### config.mk
export PLATFORM = sky130hd
export DESIGN_NAME = cic_decim_mc
export DESIGN_NICKNAME = d
export VERILOG_FILES = /design/src/rtl/cic_pkg.sv /design/src/rtl/cic_decim_chan.sv /design/src/rtl/cic_decim_mc.sv
export SDC_FILE = /design/constraint.sdc
export NUM_CORES = 2
export LEC_CHECK = 0
export CAP_MARGIN = 20
export CORE_MARGIN = 1.5
export CORE_UTILIZATION = 63
export CTS_CLUSTER_SIZE = 14
export DETAILED_ROUTE_END_ITERATION = 10
export PLACE_DENSITY = 0.78
export SYNTH_ARGS = -nofsm -noshare
export SYNTH_HDL_FRONTEND = slang
export SYNTH_HIERARCHICAL = 1
export SYNTH_SLANG_ARGS = --single-unit
### constraint.sdc
create_clock -name i_clk -period 12.8 [get_ports i_clk]
set_input_delay 1.28 -clock i_clk [delete_from_list [all_inputs] [get_ports i_clk]]
set_output_delay 1.28 -clock i_clk [all_outputs]
set_load 0.005 [all_outputs]
### src/rtl/cic_pkg.sv
// Shared width and ratio helpers for the multi-channel CIC decimator.
package cic_pkg;

  function automatic int clog2(input int v);
    int r;
    r = 0;
    for (int i = 0; i < 32; i++)
      if ((1 << r) < v) r++;
    return r;
  endfunction

  function automatic int acc_w(input int iw, input int order,
                               input int maxd);
    return iw + order * maxd;
  endfunction

  function automatic int f_w(input int iw, input int order,
                             input int d);
    return iw + order * d;
  endfunction

  function automatic int clamp_d(input int d, input int maxd);
    if (d < 1) return 1;
    if (d > maxd) return maxd;
    return d;
  endfunction

endpackage

### src/rtl/cic_decim_chan.sv
// One CIC channel: registered integrators, event-driven comb chain
// and ratio-dependent output scaler.
module cic_decim_chan
  import cic_pkg::*;
#(
  parameter int I_WIDTH = 2,
  parameter int ORDER = 3,
  parameter int MAX_DEC_BITS = 8,
  parameter int O_WIDTH = 16,
  parameter int DW = 4
) (
  input  logic               i_clk,
  input  logic               i_rst,
  input  logic               i_en,
  input  logic               i_ev,
  input  logic [DW-1:0]      i_d,
  input  logic [I_WIDTH-1:0] i_x,
  output logic [O_WIDTH-1:0] o_y
);
  localparam int AW = acc_w(I_WIDTH, ORDER, MAX_DEC_BITS);

  logic [AW-1:0]      r_int [ORDER];
  logic [AW-1:0]      r_dly [ORDER];
  logic [O_WIDTH-1:0] r_y;
  logic [AW-1:0]      w_cin [ORDER];
  logic [AW-1:0]      w_v;
  logic [O_WIDTH-1:0] w_sc;
  int                 w_s;

  always_comb begin
    w_v = r_int[ORDER-1];
    for (int k = 0; k < ORDER; k++) begin
      w_cin[k] = w_v;
      w_v = w_v - r_dly[k];
    end
    // Comb result fits in F bits, so modular AW-bit shifting is exact
    w_s = f_w(I_WIDTH, ORDER, int'(i_d)) - O_WIDTH;
    if (w_s >= 0)
      w_sc = O_WIDTH'($signed(w_v) >>> w_s);
    else
      w_sc = O_WIDTH'(w_v << (-w_s));
  end

  always_ff @(posedge i_clk or posedge i_rst) begin
    if (i_rst) begin
      for (int k = 0; k < ORDER; k++) begin
        r_int[k] <= '0;
        r_dly[k] <= '0;
      end
      r_y <= '0;
    end else if (i_en) begin
      r_int[0] <= r_int[0] + AW'($signed(i_x));
      for (int k = 1; k < ORDER; k++)
        r_int[k] <= r_int[k] + r_int[k-1];
      if (i_ev) begin
        for (int k = 0; k < ORDER; k++)
          r_dly[k] <= w_cin[k];
        r_y <= w_sc;
      end
    end
  end

  assign o_y = r_y;

endmodule

### src/rtl/cic_decim_mc.sv
// Multi-channel runtime-ratio CIC decimator: shared counter, ratio
// register, post-change valid suppression and legacy decimated clock.
module cic_decim_mc
  import cic_pkg::*;
#(
  parameter int I_WIDTH = 2,
  parameter int ORDER = 3,
  parameter int MAX_DEC_BITS = 8,
  parameter int CHANNELS = 2,
  parameter int O_WIDTH = 16,
  localparam int DW = clog2(MAX_DEC_BITS + 1)
) (
  input  logic                        i_clk,
  input  logic                        i_rst,
  input  logic                        i_en,
  input  logic [DW-1:0]               i_dec_bits,
  input  logic [CHANNELS*I_WIDTH-1:0] i_data,
  output logic [CHANNELS*O_WIDTH-1:0] o_data,
  output logic                        o_valid,
  output logic                        o_clk
);
  localparam int CW = MAX_DEC_BITS;
  localparam int SW = clog2(ORDER + 1);

  logic [CW-1:0] r_cnt;
  logic [DW-1:0] r_dact;
  logic          r_loaded;
  logic [SW-1:0] r_sup;
  logic          r_valid;
  logic          r_clk;

  logic [DW-1:0] w_dreq;
  logic [DW-1:0] w_dcur;
  logic [DW-1:0] w_dnext;
  logic [CW-1:0] w_last;
  logic [CW-1:0] w_half;
  logic [CW-1:0] w_cnt_nx;
  logic          w_ev;

  always_comb begin
    w_dreq = DW'(clamp_d(int'(i_dec_bits), MAX_DEC_BITS));
    // Before the first enabled cycle the ratio comes straight from the port
    w_dcur = r_loaded ? r_dact : w_dreq;
    w_last = CW'((1 << w_dcur) - 1);
    w_ev = i_en && (r_cnt == w_last);
    w_dnext = w_ev ? w_dreq : w_dcur;
    w_half = CW'(1 << (w_dnext - 1'b1));
    w_cnt_nx = w_ev ? '0 : r_cnt + 1'b1;
  end

  always_ff @(posedge i_clk or posedge i_rst) begin
    if (i_rst) begin
      r_cnt <= '0;
      r_dact <= '0;
      r_loaded <= 1'b0;
      r_sup <= '0;
      r_valid <= 1'b0;
      r_clk <= 1'b0;
    end else begin
      r_valid <= w_ev && (r_sup == '0);
      if (i_en) begin
        r_loaded <= 1'b1;
        r_dact <= w_dnext;
        r_cnt <= w_cnt_nx;
        r_clk <= (w_cnt_nx < w_half);
        if (w_ev) begin
          if (w_dreq != w_dcur)
            r_sup <= SW'(ORDER);
          else if (r_sup != '0)
            r_sup <= r_sup - 1'b1;
        end
      end
    end
  end

  assign o_valid = r_valid;
  assign o_clk = r_clk;

  for (genvar c = 0; c < CHANNELS; c++) begin : g_ch
    cic_decim_chan #(
      .I_WIDTH(I_WIDTH),
      .ORDER(ORDER),
      .MAX_DEC_BITS(MAX_DEC_BITS),
      .O_WIDTH(O_WIDTH),
      .DW(DW)
    ) u_chan (
      .i_clk(i_clk),
      .i_rst(i_rst),
      .i_en(i_en),
      .i_ev(w_ev),
      .i_d(w_dcur),
      .i_x(i_data[c*I_WIDTH +: I_WIDTH]),
      .o_y(o_data[c*O_WIDTH +: O_WIDTH])
    );
  end

endmodule

==> run_results.csv <==
group,metric,value,unit
die,ioPinCount,45,
flow_run,drv_cap,0,
yosys,synth_warnings,6,
setup_path,critPathTopFamily,"buffers and inverters",
timing,final.min_clock_period,8.684,ns
setup_path,worstPathRequired,13.26,ns
clocking,root_buffer,"clkbuf_16",
cells_and_area,fin_area,0.03699,mm^2
setup_path,rr_startpoint,"g_ch[0].u_chan/r_int[0]$_DFFE_PP0P_",
grt,grt_pass1_wl,137800,um
placed_design,numPortBuffers,44,
drt,drt-vias-per-instance,6.172,
die,die-area,0.05625,mm^2
timing,maxSlewHeadroom,34.15,%
grt,grt.total_usage,28.86,%
drt,ant_nets,0,
drt,dr.pass1.iters,5,
drt,wl,81390,um
setup_path,worstSetupStartpointType,"input port",
setup_path,worstSetupPathType,"input port to flop",
setup_path,cp-startpoint,"i_dec_bits[2]",
grt,antenna_found_initial,0,
yosys,synth.avg_cell_area,8.295,um^2
timing,fmax,115.2,MHz
clocking,cts.path.max_buffers,3,
clocking,numCtsBuffers,43,
drt,wire_per_inst,16.74,um
clocking,cts.clk_slew.worst_paths,0.06,ns
worst_hold_path,hp-start,"g_ch[1].u_chan/r_dly[51]$_DFFE_PP0P_",
yosys,synth.largest_area_cell,"dfrtp_1",
timing,skew,0.01710,ns
clocking,cts_tree,"done",
timing,final-setup-viol-count,0,
cells_and_area,utilization,68.47,%
timing,worst_pin_slew,0.9751,ns
yosys,synth_cell_type_count,114,
yosys,synthFlopType,"dfrtp_1",
cells_and_area,diodes,0,
worst_hold_path,hold_class,"flop to flop",
cells_and_area,area_growth,7.077,%
clocking,cts-htree-levels,2,
cells_and_area,final_common_cell,"nand2_1",
timing,rsz0062_at_grt,"no",
setup_path,cp_slowest_stage_delay,0.67,ns
yosys,syn-num-nets,4536,
yosys,synth_area_leaders,"dfrtp_1 26%, ha_1 12%, o21ai_0 5.2%",
setup_path,slowest_stage,"ha_1",
yosys,async_flop_share,100.0,%
clocking,cts_resized,0,
grt,grt_pass1_vias,28280,
die,core,0.05403,mm^2
placed_design,routabilityCongestion,0.9679,
yosys,synth_edf_count,0,
placed_design,hpwlAfterDp,60180,um
yosys,synthesis.area,0.03455,mm^2
setup_path,cp_common_cell,"ha_1",
yosys,ys_seq_elements,361,
timing,hold_viol_final,0,
setup_path,end_kind,"flop",
timing,period_share,67.84,%
timing,finalSetupTns,0,ns
die,start_util,63.94,%
die,die_w,237.2,um
drt,vias,30000,
run_status,status,"finished, final reports clean",
yosys,syn_inst,4165,
yosys,ys_seq_area_share,26.15,%
clocking,post_cts_buffers,0,
clocking,cts.sinks,361,
drt,drc,0,
grt,overflow,0,
placed_design,placed_area,0.03544,mm^2
cells_and_area,drive_gt1_share,9.052,%
cells_and_area,nets,4501,
yosys,synth_top_area_share,26.15,%
die,rows,85,
cells_and_area,layout_common_cells,"402 x nand2_1, 361 x dfrtp_1, 357 x o21ai_0",
drt,initialDrtViolationCount,2166,
setup_path,cp.arrival,9.15,ns
setup_path,path_max_fanout,48,
clocking,worstSkewPairLatency,0.58,ns
die,chipHeight,237.2,um
grt,grt_max_degree,115,
timing,drv_slew,0,
setup_path,crit_buf_inv,10,
clocking,ctsHoldBuffers,0,
[through the flow]
stage	setup slack, ns	instances	hold WS (ns)
floorplan	5.319	4165	0.4478
global placement	3.803	4780	0.4677
detailed placement	3.643	4780	0.4704
CTS	4.269	4860	0.4878
global route	3.362	4861	0.5005
finish	4.116	4861	0.4797
[final cells by class]
class	instances	area, um^2
Clock buffer	58	1264
Timing Repair Buffer	74	686.9
Clock inverter	22	260.3
Tap cell	696	870.8
Multi-Input combinational cell	3359	23770
Fill cell	4496	17040
Inverter	291	1102
Sequential cell	361	9034
[cells in the mapped netlist (14+ instances only)]
cell         n
a211o_1     19
a211oi_1    61
a21boi_0    23
a21o_1      99
a21oi_1    300
a31o_2      20
a31oi_1     40
and2_1      33
and3_1      41
buf_1       31
clkbuf_1   111
dfrtp_1    361
fa_1        16
ha_1       344
inv_1      282
mux2_2     149
mux2i_1     35
mux4_2      22
nand2_1    402
nand2b_1    49
nand3_1    104
nand4_1     20
nor2_1     307
nor2b_1     55
nor3_1     104
nor4_1      18
o2111ai_1   14
o211ai_1    34
o21a_1      54
o21ai_0    357
o21bai_1    29
o22ai_1     18
o31ai_1     29
or2_2       23
or3_1       25
xnor2_1    192
xor2_1      64
[worst reg2reg max path: cells and delay by family (launching register included)]
kind	cells	cell delay (ns)
AO/OA/AOI/OAI	18	4.05
XOR/XNOR	2	0.78
adder cells (fa/ha/maj)	4	1.33
buffers and inverters	1	0.09
flip-flops	1	0.36
multiplexers	1	0.21
AND/OR/NAND/NOR	7	1.44
[registers in the layout (all words and copies together) (netlist names)]
register / cells
r_dact: 4
g_ch.u_chan/r_dly: 156
o_clk: 1
g_ch.u_chan/r_int: 156
r_sup: 2
o_valid: 1
r_loaded: 1
g_ch.u_chan/o_y: 32
r_cnt: 8
[metal layers]
layer / GRT usage (%) / share of wire (%) / vias up
met3: 3.774 / 4.7 / 155
met1: 39.93 / 48 / 14030
met4: 8.705 / 2.7 / 0
met5: 0 / 0 / -
met2: 47.25 / 45 / 735
li1: - / - / 15090
[worst paths after layout]
check | end | slack, ns | depth (start not counted)
min in group asynchronous | g_ch[0].u_chan/r_dly[23]$_DFFE_PP0P_ | 1.21 | 2
max reg2reg | g_ch[0].u_chan/o_y[7]$_DFFE_PP0P_ | 4.41 | 33
min | g_ch[1].u_chan/r_dly[51]$_DFFE_PP0P_ | 0.48 | 2
max | g_ch[0].u_chan/o_y[14]$_DFFE_PP0P_ | 4.12 | 26
max in group asynchronous | g_ch[1].u_chan/r_int[77]$_DFFE_PP0P_ | 9.59 | 4
min reg2reg | g_ch[1].u_chan/r_dly[51]$_DFFE_PP0P_ | 0.48 | 2
[cells by family (layout without fill, tap and decap cells)]
| family | count (synthesis) | after routing | share of synthesized area, % |
|---|---|---|---|
| AO/OA/AOI/OAI | 1290 | 1290 | 24.27 |
| XOR/XNOR | 259 | 259 | 6.678 |
| adder cells (fa/ha/maj) | 360 | 360 | 13.39 |
| buffers and inverters | 445 | 445 | 5.049 |
| flip-flops | 361 | 361 | 26.15 |
| multiplexers | 209 | 209 | 7.454 |
| AND/OR/NAND/NOR | 1241 | 1241 | 17.01 |
Power is not shown: default switching activity piles up to over one toggle a cycle in this logic, so the estimate is an artifact.
